===== config.mk =====
export PLATFORM = sky130hd
export DESIGN_NAME = ex_alu
export DESIGN_NICKNAME = d
export VERILOG_FILES = /design/src/rtl/mips_pkg.sv /design/src/rtl/ex_alu_mul_seq.sv /design/src/rtl/ex_alu.sv
export SDC_FILE = /design/constraint.sdc
export NUM_CORES = 1
export LEC_CHECK = 0
export BUFFER_PORTS_ARGS = -buffer_cell sky130_fd_sc_hd__buf_4
export CAP_MARGIN = 20
export CORE_AREA = 2 2 146 204
export DETAILED_ROUTE_END_ITERATION = 10
export DIE_AREA = 0 0 148 206
export PLACE_DENSITY = 0.59
export SYNTH_ARGS = -nofsm -noshare
export SYNTH_HDL_FRONTEND = slang
export SYNTH_SLANG_ARGS = --single-unit

===== constraint.sdc =====
create_clock -name Clk -period 5.2 [get_ports Clk]
set_clock_uncertainty 0.1 [all_clocks]
set_input_delay 0.78 -clock Clk [delete_from_list [all_inputs] [get_ports Clk]]
set_output_delay 0.78 -clock Clk [all_outputs]
set_load 0.05 [all_outputs]

===== src/rtl/mips_pkg.sv =====
// Shared MIPS32 pipeline types: ALU control codes, EX multiplier FSM states
// and the default datapath width.
package mips_pkg;

  localparam int WIDTH_DEF = 32;

  localparam logic [3:0] ALUand = 4'b0000;
  localparam logic [3:0] ALUor  = 4'b0001;
  localparam logic [3:0] ALUadd = 4'b0010;
  localparam logic [3:0] ALUx   = 4'b0011;
  localparam logic [3:0] ALUsub = 4'b0110;
  localparam logic [3:0] ALUslt = 4'b0111;
  localparam logic [3:0] ALUmul = 4'b1111;

  typedef enum logic [1:0] {
    IDLE = 2'd0,
    MUL  = 2'd1,
    DONE = 2'd2
  } mul_state_t;

endpackage


===== src/rtl/ex_alu_mul_seq.sv =====
// Sequential shift-add multiplier for EX: one partial product per cycle,
// fixed WIDTH iterations, product held for a single DONE cycle.
module ex_alu_mul_seq
  import mips_pkg::*;
#(
  parameter int WIDTH = WIDTH_DEF
) (
  input  logic             Clk,
  input  logic             Reset,
  input  logic             start,
  input  logic [WIDTH-1:0] a,
  input  logic [WIDTH-1:0] b,
  output logic             busy,
  output logic             done,
  output logic [WIDTH-1:0] product
);

  localparam int CW = $clog2(WIDTH + 1);

  mul_state_t       state_q, state_d;
  logic [WIDTH-1:0] mcand_q, mcand_d;
  logic [WIDTH-1:0] mplier_q, mplier_d;
  logic [WIDTH-1:0] acc_q, acc_d;
  logic [CW-1:0]    cnt_q, cnt_d;

  always_ff @(posedge Clk or posedge Reset) begin
    if (Reset) begin
      state_q  <= IDLE;
      mcand_q  <= '0;
      mplier_q <= '0;
      acc_q    <= '0;
      cnt_q    <= '0;
    end else begin
      state_q  <= state_d;
      mcand_q  <= mcand_d;
      mplier_q <= mplier_d;
      acc_q    <= acc_d;
      cnt_q    <= cnt_d;
    end
  end

  always_comb begin
    state_d  = state_q;
    mcand_d  = mcand_q;
    mplier_d = mplier_q;
    acc_d    = acc_q;
    cnt_d    = cnt_q;
    busy     = 1'b0;
    done     = 1'b0;
    unique case (state_q)
      IDLE: begin
        if (start) begin
          mcand_d  = a;
          mplier_d = b;
          acc_d    = '0;
          cnt_d    = '0;
          busy     = 1'b1;
          state_d  = MUL;
        end
      end
      MUL: begin
        busy = 1'b1;
        if (mplier_q[0]) acc_d = acc_q + mcand_q;
        mcand_d  = mcand_q << 1;
        mplier_d = mplier_q >> 1;
        cnt_d    = cnt_q + CW'(1);
        if (cnt_q == CW'(WIDTH - 1)) state_d = DONE;
      end
      DONE: begin
        done    = 1'b1;
        state_d = IDLE;
      end
      default: state_d = IDLE;
    endcase
  end

  assign product = acc_q;

endmodule


===== src/rtl/ex_alu.sv =====
// EX-stage ALU: single-cycle logic/arith ops plus a multi-cycle mul that
// holds Stall_EX until its product is presented.
module ex_alu
  import mips_pkg::*;
#(
  parameter int WIDTH = WIDTH_DEF
) (
  input  logic             Clk,
  input  logic             Reset,
  input  logic             Valid_EX,
  input  logic [3:0]       ALU_Control_EX,
  input  logic [WIDTH-1:0] Operand_A_EX,
  input  logic [WIDTH-1:0] Operand_B_EX,
  output logic [WIDTH-1:0] ALU_Result_EX,
  output logic             Zero_EX,
  output logic             Stall_EX
);

  logic             is_mul;
  logic             busy;
  logic             done;
  logic [WIDTH-1:0] product;
  logic [WIDTH-1:0] comb_res;

  assign is_mul = Valid_EX && (ALU_Control_EX == ALUmul);

  ex_alu_mul_seq #(.WIDTH(WIDTH)) u_mul (
    .Clk     (Clk),
    .Reset   (Reset),
    .start   (is_mul),
    .a       (Operand_A_EX),
    .b       (Operand_B_EX),
    .busy    (busy),
    .done    (done),
    .product (product)
  );

  always_comb begin
    comb_res = '0;
    case (ALU_Control_EX)
      ALUand: comb_res = Operand_A_EX & Operand_B_EX;
      ALUor:  comb_res = Operand_A_EX | Operand_B_EX;
      ALUadd: comb_res = Operand_A_EX + Operand_B_EX;
      ALUsub: comb_res = Operand_A_EX - Operand_B_EX;
      ALUslt: comb_res = {{(WIDTH-1){1'b0}},
                          $signed(Operand_A_EX) < $signed(Operand_B_EX)};
      default: comb_res = '0;
    endcase
  end

  // Reset gates the issue-cycle stall, which is otherwise combinational.
  always_comb begin
    ALU_Result_EX = comb_res;
    if (Reset || busy) ALU_Result_EX = '0;
    else if (done)     ALU_Result_EX = product;
  end

  assign Stall_EX = busy && !Reset;
  assign Zero_EX  = (ALU_Result_EX == '0);

endmodule


==> results of run 1 <==
[power by group]
part	total (W)	switching [W]	internal, W	leakage [nW]
sequential	0.00140	0.000295	0.00111	1.38
combinational	0.00240	0.00140	0.00100	5.73
clock	0.000780	0.000348	0.000432	0.155
total	0.00458	0.00204	0.00254	7.26
[Yosys cell counts, types with 7 or more instances]
| library cell | instances |
|---|---|
| nor3_1 | 28 |
| a21boi_0 | 9 |
| o21bai_1 | 14 |
| xor2_1 | 24 |
| a21o_1 | 25 |
| buf_2 | 16 |
| o21ai_0 | 142 |
| dfrtp_1 | 104 |
| or2_2 | 8 |
| mux2i_1 | 91 |
| nand2_1 | 165 |
| o31ai_1 | 11 |
| or3_1 | 8 |
| nand3_1 | 24 |
| ha_1 | 131 |
| clkbuf_1 | 51 |
| a31oi_1 | 14 |
| inv_1 | 125 |
| o211ai_1 | 8 |
| a21oi_1 | 99 |
| nor2_1 | 87 |
| a211oi_1 | 13 |
| nor2b_1 | 14 |
| nand4_1 | 17 |
| o221ai_1 | 10 |
| o22ai_1 | 16 |
| o31a_1 | 7 |
| o21ai_1 | 7 |
| xnor2_1 | 36 |
| a22oi_1 | 12 |
| nand2b_1 | 9 |
| o21a_1 | 13 |
[per-layer routing]
metal / part of all wire (%) / up-vias / GRT usage, % / wire length [um]
met5: 0 / - / 0 / 0
met4: 4.6 / 0 / 14.6 / 2040
met3: 3.8 / 84 / 2.72 / 1650
met2: 50 / 305 / 51.3 / 21900
met1: 42 / 5837 / 34.7 / 18300
li1: - / 5889 / - / -
[what timing repair did]
item | CTS | global route
endpoints found under the setup margin | 2 | 8
resized for setup | 23 | 14
setup buffers | 8 | 5
hold buffers | 0 | 0
pin swaps | 13 | 6
[registers in the layout, indices dropped and copies added, names as in the netlist]
name / cells
u_mul.mplier_q: 32
u_mul.mcand_q: 32
u_mul.state_q: 2
u_mul.cnt_q: 6
u_mul.product: 32
[logic make-up (layout without fill, tap and decap cells)]
family | count (synthesis) | in the layout
DFF | 104 | 104
adders and majority gates | 134 | 134
and+or+nand+nor | 400 | 400
buffers and inverters | 204 | 541
muxes | 93 | 93
AOI/OAI and AO/OA | 471 | 471
xor gates and xnor gates | 60 | 60
[per-stage QoR]
stage | power [W] | cell area (um2) | setup TNS [ns] | setup WS (ns)
after global routing | 0.00493 | 15300 | -0.903 | -0.608
after global placement | 0.00370 | 14800 | -0.869 | -0.777
after floorplan | 0.00291 | 11700 | -1.22 | -1.22
final | 0.00458 | 15300 | -0.501 | -0.483
after CTS | 0.00458 | 15300 | -0.953 | -0.494
after detailed placement | 0.00376 | 14800 | -0.881 | -0.761
[critical path: cells and delay by family]
family | cells | cell delay [ns]
AND/OR/NAND/NOR | 3 | 0.99
AO/OA/AOI/OAI | 8 | 1.63
adder cells (fa/ha/maj) | 2 | 0.53
XOR/XNOR | 1 | 0.11
buffers and inverters | 6 | 0.74
[path summary, 6_finish.rpt]
| kind | to | slack [ns] | startpoint | depth (start not counted) |
|---|---|---|---|---|
| min in group asynchronous | u_mul.product[3] | 0.50 | Reset | 3 |
| worst max-delay path | Zero_EX | -0.48 | Operand_A_EX[0] | 20 |
| max in group asynchronous | u_mul.product[19] | 3.22 | Reset | 4 |
| worst max register to register | u_mul.product[30] | 1.01 | u_mul.product[0] | 15 |
| worst min-delay path | u_mul.mplier_q[18] | 0.38 | u_mul.mplier_q[19] | 2 |
| worst min register to register | u_mul.mplier_q[18] | 0.38 | u_mul.mplier_q[19] | 2 |
[cell type report]
type / count / area, um2 / area share [%]
Multi-Input combinational cell: 1158 / 8410 / 54.9
Timing Repair Buffer: 398 / 3020 / 19.7
Sequential cell: 104 / 2600 / 17.0
Inverter: 128 / 487 / 3.18
Tap cell: 380 / 475 / 3.10
Clock buffer: 10 / 239 / 1.56
Clock inverter: 5 / 81.3 / 0.531
==> key figures, run 1 <==
Clock network
  – Root Buffer: clkbuf_16
  – CTS tree: done
  – CTS H-tree depth: 3
  – Clock Latency Late Sink: 0.39 ns
  – CTS clk-pin slew, worst paths: 0.08 ns
  – Max Buffers Root-to-Sink: 2
  – TritonCTS buffer count: 9
  – Clock Sinks: 104

Hold path
  – Hold Crit Class: register to register

Floorplanning
  – Die Y: 206 um
  – Die width: 148 um
  – Site Rows: 74
  – Initial Utilization: 40.1%
  – Die area: 30500 um2
  – I/O pin total: 105
  – Core area: 28900 um2

Yosys
  – Largest area contributor in the netlist: dfrtp_1
  – Simple-gate share of the synthesized area: 16.2%
  – Post-Syn Area: 11600 um2
  – Xor/xnor cell area share of the yosys netlist: 4.54%
  – Main combinational cell family by area after synthesis: compound AO/OA/AOI/OAI gates
  – Syn_nets: 1671
  – Syn Area/Cell: 7.90 um2
  – Post-Synthesis Cells: 1466
  – Seq/Total Area, Yosys: 22.5%
  – Ys flop type: dfrtp_1
  – Synth Register Bits: 104
  – Ys async rst share: 100%
  – Number of synthesized flops with an enable pin: 0
  – Mux contribution to synthesized area: 8.06%
  – Yosys warning count: 0
  – Synth top area share: 22.5%
  – Adder-cell share of the synthesized area: 14.7%
  – Synth unique cells: 91
  – Compound-Gate Fraction of Synth Area: 26.9%
  – Area contributors post-synth: dfrtp_1 22%, ha_1 14%, mux2i_1 7.9%

Routing
  – Vias per inst: 5.55
  – Drt wl/cell: 20.1 um
  – DR pass1 iterations: 5
  – Residual DRC count: 0
  – Detail Route Antenna Nets: 0
  – Routed vias: 12.1k
  – Routed WL: 43900 um
  – Initial DRC Count: 734

Placed design
  – DP HPWL: 35700 um
  – # port buffers: 104
  – # placed instances: 2161
  – Placer Congestion: 0.985

Final layout
  – Area Overhead vs Synth: 32.4%
  – Most frequent cells in the layout: 391 x buf_4, 163 x nand2_1, 137 x o21ai_0
  – Number of antenna diodes: 0
  – Post-Layout Cell Count: 2183
  – Final #Nets: 2004
  – Commonest non-fill, non-tap cell in the layout: buf_4
  – Post-Route Utilization: 53.0%
  – Layout cells sized above 1: 26.5%
  – Filler cells: 2847

STA
  – Post-layout min period: 5.68 ns
  – Count of final setup violators: 2
  – Tightest Pin Transition: 1.10 ns
  – Final count of hold timing violations: 0
  – Max Fclk: 176 MHz
  – Slack of the critical path: -0.483 ns
  – RSZ-0062 raised after global routing: true
  – Final Max Tran Viols: 0
  – Min Hold Slack: 0.381 ns
  – Slew headroom: 26.4%
  – Final Cycle Share: 109%

Worst setup path
  – Worst-path cell chain: buf_6, inv_4, ha_4, fa_2, o21ba_4, a2111o_1, buf_6, a211oi_4, o21bai_4, a31oi_4, buf_6, a211oi_4, buf_4, xnor2_1, a32oi_1, o21ai_2, nand4bb_1, or4_4, nor4b_4, buf_6
  – Critical Path RT: 4.32 ns
  – Crit Path Max Fanout: 4
  – Cell mode on critical path: buf_6
  – CP max-delay cell: or4_4
  – Worst Setup End Kind: output port
  – Arrival @ worst endpoint: 4.80 ns
  – CP max stage delay: 0.55 ns
  – Crit Path Category: input pin to output port
  – Setup crit start kind: input pin

Global route
  – Tot GR Track Use: 28.9%
  – First-pass GRT wire length: 67300 um
  – Initial antenna violation count: 0
  – Vias in the first global route: 12.0k
  – Total gr overflow: 0
  – Largest net degree at the start of global routing: 71

Power
  – Power Density: 299 nW/um2
  – Maximum vdd drop: 0.000181 V
  – Leakage Power: 7.26 nW

Flow run
  – Max Cap Violations: 0

Status
  – Failing checks: negative setup slack
  – Status: finished, violations left
Note: power is estimated with default switching activity, not from simulation.
==> inputs of run 2 (changes only) <==
--- a/config.mk
+++ b/config.mk
@@ -8,9 +8,10 @@
 export BUFFER_PORTS_ARGS = -buffer_cell sky130_fd_sc_hd__buf_4
 export CAP_MARGIN = 20
 export CORE_AREA = 2 2 146 204
+export CTS_CLUSTER_DIAMETER = 150
 export DETAILED_ROUTE_END_ITERATION = 10
 export DIE_AREA = 0 0 148 206
-export PLACE_DENSITY = 0.59
+export PLACE_DENSITY = 0.57
 export SYNTH_ARGS = -nofsm -noshare
 export SYNTH_HDL_FRONTEND = slang
 export SYNTH_SLANG_ARGS = --single-unit
==> constraint.sdc (replaced) <==
create_clock -name Clk -period 5.95 [get_ports Clk]
set_clock_uncertainty 0.1 [all_clocks]
set_input_delay 0.8925 -clock Clk [delete_from_list [all_inputs] [get_ports Clk]]
set_output_delay 0.8925 -clock Clk [all_outputs]
set_load 0.05 [all_outputs]
==> run 2 against run 1 <==
  * The run now ends clean
  * Hold slack better by 0.0015 ns
  * Via count decreased by 5.4%
  * Final area down 9.0%
  * Critical path type unchanged
  * Largest cell class unchanged
  * Largest power group unchanged
==> key figures, run 2 (synthesis gave the netlist of run 1 again) <==
Routing
  – Met3 wire len: 1420 um
  – Detail Route Antenna Nets: 0
  – Vias per inst: 5.68
  – Metal2 WL: 21300 um
  – Met1 WL: 17400 um
  – DR pass1 iterations: 7
  – Residual DRC count: 0
  – Routed WL: 41400 um
  – Routed vias: 11.5k
  – Top layer in use: met4
  – Drt wl/cell: 20.5 um
  – Initial DRC Count: 768

Final layout
  – Area Overhead vs Synth: 20.5%
  – Layout cells sized above 1: 18.6%
  – Commonest non-fill, non-tap cell in the layout: buf_4
  – Most frequent cells in the layout: 228 x buf_4, 163 x nand2_1, 138 x o21ai_0
  – Number of antenna diodes: 0
  – Post-Route Utilization: 48.3%
  – Filler cells: 2943
  – Final #Nets: 1837

Worst setup path
  – CP delay by family, top: compound AO/OA/AOI/OAI gates
  – Crit Path Category: input pin to output port
  – RR Endpoint: u_mul.product[30]
  – Bufs and invs on worst path: 5
  – Crit Path Max Fanout: 4
  – CP max-delay cell: or4_4
  – Worst Setup End Kind: output port
  – CP max stage delay: 0.55 ns
  – Setup crit start kind: input pin
  – Arrival @ worst endpoint: 4.93 ns
  – Critical Path RT: 4.96 ns
  – Worst-path cell chain: buf_4, inv_1, ha_2, fa_2, o21ba_1, a2111o_1, a211oi_4, o21bai_2, a31oi_4, buf_6, a211oi_4, buf_4, xnor2_1, a32oi_1, o21ai_1, nand4bb_1, or4_4, nor4b_4, buf_6
  – R2R cell count: 14
  – Worst r2r src: u_mul.product[0]
  – Reg2Reg Setup Slack: 1.53 ns

STA
  – Slew headroom: 24.5%
  – Final setup TNS: 0 ns
  – Tightest Pin Transition: 1.13 ns
  – Slack of the critical path: 0.0246 ns
  – Final Cycle Share: 99.6%
  – RSZ-0062 raised after global routing: true
  – Count of final setup violators: 0
  – Min Hold Slack: 0.383 ns
  – Final count of hold timing violations: 0
  – Max Fclk: 169 MHz
  – Post-layout min period: 5.93 ns
  – Final Max Tran Viols: 0

Clock network
  – TritonCTS buffer count: 9
  – Max Buffers Root-to-Sink: 2
  – Root Buffer: clkbuf_16
  – Clock Sinks: 104
  – CTS H-tree depth: 3
  – Clock Latency Late Sink: 0.38 ns
  – CTS clk-pin slew, worst paths: 0.08 ns
  – CTS tree: done
  – # hold bufs at CTS: 0

Floorplanning
  – Core area: 28900 um2
  – Die width: 148 um
  – Initial Utilization: 40.1%
  – Site Rows: 74
  – Die area: 30500 um2
  – I/O pin total: 105
  – Die Y: 206 um

Global route
  – First-pass GRT wire length: 64200 um
  – Initial antenna violation count: 0
  – Total gr overflow: 0
  – Tot GR Track Use: 27.1%
  – Largest net degree at the start of global routing: 68
  – Vias in the first global route: 11.4k

Hold path
  – Hold wc startpoint: u_mul.mplier_q[16]
  – Worst Hold Path Cells: 2
  – Hold Crit Class: register to register
  – Hold EP: u_mul.mplier_q[15]

Power
  – Power Density: 275 nW/um2
  – Leakage Power: 6.44 nW
  – Maximum vdd drop: 0.000146 V

Status
  – Status: finished, final reports clean

Placed design
  – DP HPWL: 32800 um
  – # port buffers: 104
  – Placer Congestion: 0.940
  – Post-Place Worst Slack: -0.324 ns

Flow run
  – Max Cap Violations: 0
-- run 2: worst reg2reg max path: cells and delay by family (launching register included) --
family	cells	cell delay, ns
AOI/OAI and AO/OA	8	2.17
xor gates and xnor gates	1	0.16
adders and majority gates	2	0.68
DFF	1	0.44
and+or+nand+nor	3	0.71
-- run 2: metrics by stage --
stage               area, um2  power [W]  std cells
floorplan               11700    0.00254       1466
global placement        13400    0.00312       1984
detailed placement      13400    0.00317       1984
CTS                     13900    0.00385       2017
global route            13900    0.00414       2017
finish                  13900    0.00383       2017
-- run 2: final cells by class --
class | count | area, um2 | area share (%)
clock buffers | 11 | 243 | 1.74
clock inverters | 5 | 63.8 | 0.457
inverters | 128 | 484 | 3.47
multi-input cells | 1158 | 8330 | 59.8
flip-flops and latches | 104 | 2600 | 18.7
well taps | 380 | 475 | 3.41
repair buffers | 231 | 1750 | 12.5
-- run 2: power by group --
group / internal [W] / total [W] / switching (W)
Clock: 0.000342 / 0.000651 / 0.000308
Sequential: 0.000966 / 0.00122 / 0.000259
Combinational: 0.000778 / 0.00196 / 0.00118
-- run 2: timing repair --
| action | in CTS | in global routing |
|---|---|---|
| resized for setup | 12 | 4 |
| pin swaps | 17 | 4 |
| endpoints found under the setup margin | 1 | 3 |
| buffers inserted | 18 | 0 |
-- run 2: worst max-delay path by stage --
stage / endpoint / depth (start not counted) / startpoint
after global placement: Zero_EX / 17 / Operand_A_EX[0]
after CTS: Zero_EX / 21 / Operand_B_EX[0]
after floorplan: Zero_EX / 12 / Reset
after global routing: Zero_EX / 19 / Operand_A_EX[0]
after detailed placement: Zero_EX / 17 / Operand_A_EX[0]
final: Zero_EX / 19 / Operand_A_EX[0]
-- run 2: metal layers --
layer  up-vias  global-route usage (%)
met2       300                    50.0
li1       5567                       -
met4         0                    9.73
met1      5529                    32.8
met3        59                    2.38
met5         -                       0
==> inputs of run 3 (changes only) <==
--- a/config.mk
+++ b/config.mk
@@ -5,12 +5,13 @@
 export SDC_FILE = /design/constraint.sdc
 export NUM_CORES = 1
 export LEC_CHECK = 0
+export ABC_AREA = 1
 export BUFFER_PORTS_ARGS = -buffer_cell sky130_fd_sc_hd__buf_4
 export CAP_MARGIN = 20
-export CORE_AREA = 2 2 146 204
+export CORE_AREA = 3 3 156 218
 export CTS_CLUSTER_DIAMETER = 150
 export DETAILED_ROUTE_END_ITERATION = 10
-export DIE_AREA = 0 0 148 206
+export DIE_AREA = 0 0 159 221
 export PLACE_DENSITY = 0.57
 export SYNTH_ARGS = -nofsm -noshare
 export SYNTH_HDL_FRONTEND = slang
==> run 3 against run 2 <==
  * Global-route usage rose by 1.6 points
  * Power rose by 39%
  * Area after synthesis rose by 13%
  * Worst setup slack improved by 0.97 ns
  * Clock power rose by 4.6%
  * Sequential share of layout area fell by 0.75 points
  * Wire length rose by 25%
  * Final area rose by 4.2%
  * Synthesized cell count rose by 54%
  * Critical endpoint unchanged
==> key figures, run 3 <==
Status
  – Status: finished, final reports clean

STA
  – Count of final setup violators: 0
  – Final setup TNS: 0 ns
  – Final Max Tran Viols: 0
  – Slew headroom: 22.6%
  – Final count of hold timing violations: 0
  – Tightest Pin Transition: 1.16 ns
  – RSZ-0062 raised after global routing: false
  – Post-layout min period: 4.96 ns
  – Final Cycle Share: 83.4%
  – Max Fclk: 202 MHz

Yosys
  – Syn Area/Cell: 5.82 um2
  – Most common cell in the netlist: nand2_1
  – Ys async rst share: 100%
  – Ys flop type: dfrtp_1
  – Seq/Total Area, Yosys: 19.8%
  – Number of synthesized flops with an enable pin: 0
  – Synth unique cells: 42
  – Synth top area share: 20.9%
  – Syn_nets: 2460
  – Yosys warning count: 0
  – Post-Synthesis Cells: 2255
  – Largest area contributor in the netlist: nand2_1
  – Synth Register Bits: 104
  – Synth cell count leaders: 732 x nand2_1, 414 x inv_1, 159 x nand3_1
  – Post-Syn Area: 13100 um2
  – Area contributors post-synth: nand2_1 21%, dfrtp_1 20%, ha_1 12%

Final layout
  – Filler cells: 3621
  – Final #Nets: 2508
  – Post-Route Utilization: 44.9%
  – Most frequent cells in the layout: 732 x nand2_1, 413 x inv_1, 159 x nand3_1
  – Number of antenna diodes: 0
  – Area of the multi-input gates: 8520 um2
  – Area Overhead vs Synth: 10.8%
  – Commonest non-fill, non-tap cell in the layout: nand2_1
  – Register area: 2600 um2
  – Layout cells sized above 1: 7.58%

Hold path
  – Worst Hold Path Cells: 1
  – Hold Crit Class: register to register
  – Hold EP: u_mul.cnt_q[0]
  – Hold wc startpoint: u_mul.cnt_q[0]

Floorplanning
  – Die Y: 221 um
  – Site Rows: 78
  – Core area: 32400 um2
  – Initial Utilization: 40.5%
  – I/O pin total: 105
  – Die area: 35100 um2
  – Die width: 159 um

Placed design
  – DP HPWL: 41800 um
  – # port buffers: 104
  – Placer Congestion: 1.00

Clock network
  – TritonCTS buffer count: 9
  – Root Buffer: clkbuf_16
  – Max Buffers Root-to-Sink: 2
  – # resized after CTS: 0
  – Total setup buffers inserted after CTS: 0
  – # hold bufs at CTS: 0
  – CTS clk-pin slew, worst paths: 0.09 ns
  – Clock Sinks: 104
  – CTS H-tree depth: 3
  – Clock Latency Late Sink: 0.40 ns
  – CTS tree: done

Worst setup path
  – Worst Setup End Kind: output port
  – Worst r2r src: u_mul.state_q[1]
  – Crit Path Max Fanout: 9
  – RR Endpoint: u_mul.cnt_q[5]
  – Reg2Reg Setup Slack: 2.75 ns
  – R2R cell count: 8
  – Setup crit start kind: input pin
  – Arrival @ worst endpoint: 3.97 ns
  – Critical Path RT: 4.96 ns
  – Crit Path Category: input pin to output port

Power
  – Maximum vdd drop: 0.000333 V
  – Power Density: 367 nW/um2
  – Clock share of power: 12.8%
  – Leakage Power: 8.39 nW
  – Comb pwr share: 62.8%
  – Cell Int Power: 0.00248 W
  – Net load switching power: 0.00285 W
  – Sequential fraction of design power: 24.4%
  – PnR Total Power: 0.00533 W
  – Switch share: 53.4%

Routing
  – Detail Route Antenna Nets: 0
  – Vias per inst: 5.26
  – Routed WL: 51600 um
  – DR pass1 iterations: 8
  – Routed vias: 14.4k
  – Initial DRC Count: 1022
  – Drt wl/cell: 18.8 um
  – Residual DRC count: 0

Global route
  – Tot GR Track Use: 28.7%
  – Largest net degree at the start of global routing: 126
  – First-pass GRT wire length: 78800 um
  – Initial antenna violation count: 0
  – Vias in the first global route: 13.9k
  – Total gr overflow: 0

Flow run
  – Max Cap Violations: 0
[run 3: changes by cell type after synthesis, sizes merged, moves of 15 or more]
cell,change
a211oi,-17
a21o,-25
nand2,+568
o21ai,-26
inv,+316
xnor2,-34
mux2i,-91
xor2,-15
o211ai,+49
o22ai,+16
nor2,+74
nand3,+135
[run 3: how the worst max path moves through the flow]
stage	depth (start not counted)	slack [ns]	start	end
final	21	0.99	Operand_A_EX[3]	Zero_EX
after global routing	22	0.73	Operand_A_EX[6]	Zero_EX
after CTS	21	1.04	Operand_A_EX[5]	Zero_EX
after detailed placement	21	1.06	Operand_A_EX[5]	Zero_EX
after global placement	21	0.99	Operand_A_EX[5]	Zero_EX
after floorplan	19	1.34	Operand_A_EX[0]	Zero_EX
[run 3: layout make-up]
cell class / count / share of cell area (%)
clock buffers: 9 / 1.55
repair buffers: 114 / 5.97
flip-flops and latches: 104 / 17.9
clock inverters: 7 / 0.620
well taps: 440 / 3.79
inverters: 445 / 11.5
multi-input cells: 1629 / 58.7
[run 3: per-stage QoR]
step | cells | cell area (um2) | hold slack (ns) | setup WS [ns]
finish | 2748 | 14500 | 0.411 | 0.990
global route | 2748 | 14500 | 0.443 | 0.725
CTS | 2748 | 14500 | 0.416 | 1.04
detailed placement | 2732 | 14200 | 0.403 | 1.06
global placement | 2732 | 14200 | 0.399 | 0.991
floorplan | 2255 | 13100 | 0.344 | 1.34
[run 3: logic make-up (layout without fill, tap and decap cells)]
family | count (synthesis) | in the layout | synth area share, %
flip-flops | 104 | 104 | 19.8
buffers and inverters | 522 | 575 | 15.3
AND/OR/NAND/NOR | 1119 | 1119 | 34.9
AO/OA/AOI/OAI | 365 | 365 | 16.2
adder cells (fa/ha/maj) | 134 | 134 | 13.0
XOR/XNOR | 11 | 11 | 0.734
[run 3: power groups by stage]
stage / Sequential, W / Clock, W / Combinational [W]
after floorplan: 0.00123 / 0 / 0.00248
after global placement: 0.00131 / 0 / 0.00329
after detailed placement: 0.00132 / 0 / 0.00332
after CTS: 0.00130 / 0.000700 / 0.00334
after global routing: 0.00134 / 0.000714 / 0.00380
final: 0.00130 / 0.000681 / 0.00335
[run 3: worst max-delay path: stages]
cell and delay, ns:
buf_4 0.13, inv_1 0.05, ha_1 0.41, nor2_1 0.24, nand3_1 0.16, nand3_1 0.29
nand2_1 0.14, nand2_1 0.18, nand2_1 0.07, nand3_1 0.07, nand3b_1 0.16, nand2_1 0.11
nand2_1 0.05, nand2_1 0.08, nand2_1 0.06, nor2_1 0.19, nand2_1 0.07, nor2_1 0.10
nand3_1 0.07, nor2_1 0.19, buf_4 0.24
[run 3: per-layer routing]
layer	vias to the layer above	part of all wire, %	track usage [%]
met4	0	3.2	9.44
met2	469	49	50.6
met5	-	0	0
met1	6698	42	36.7
li1	7198	-	-
met3	82	5.1	2.87
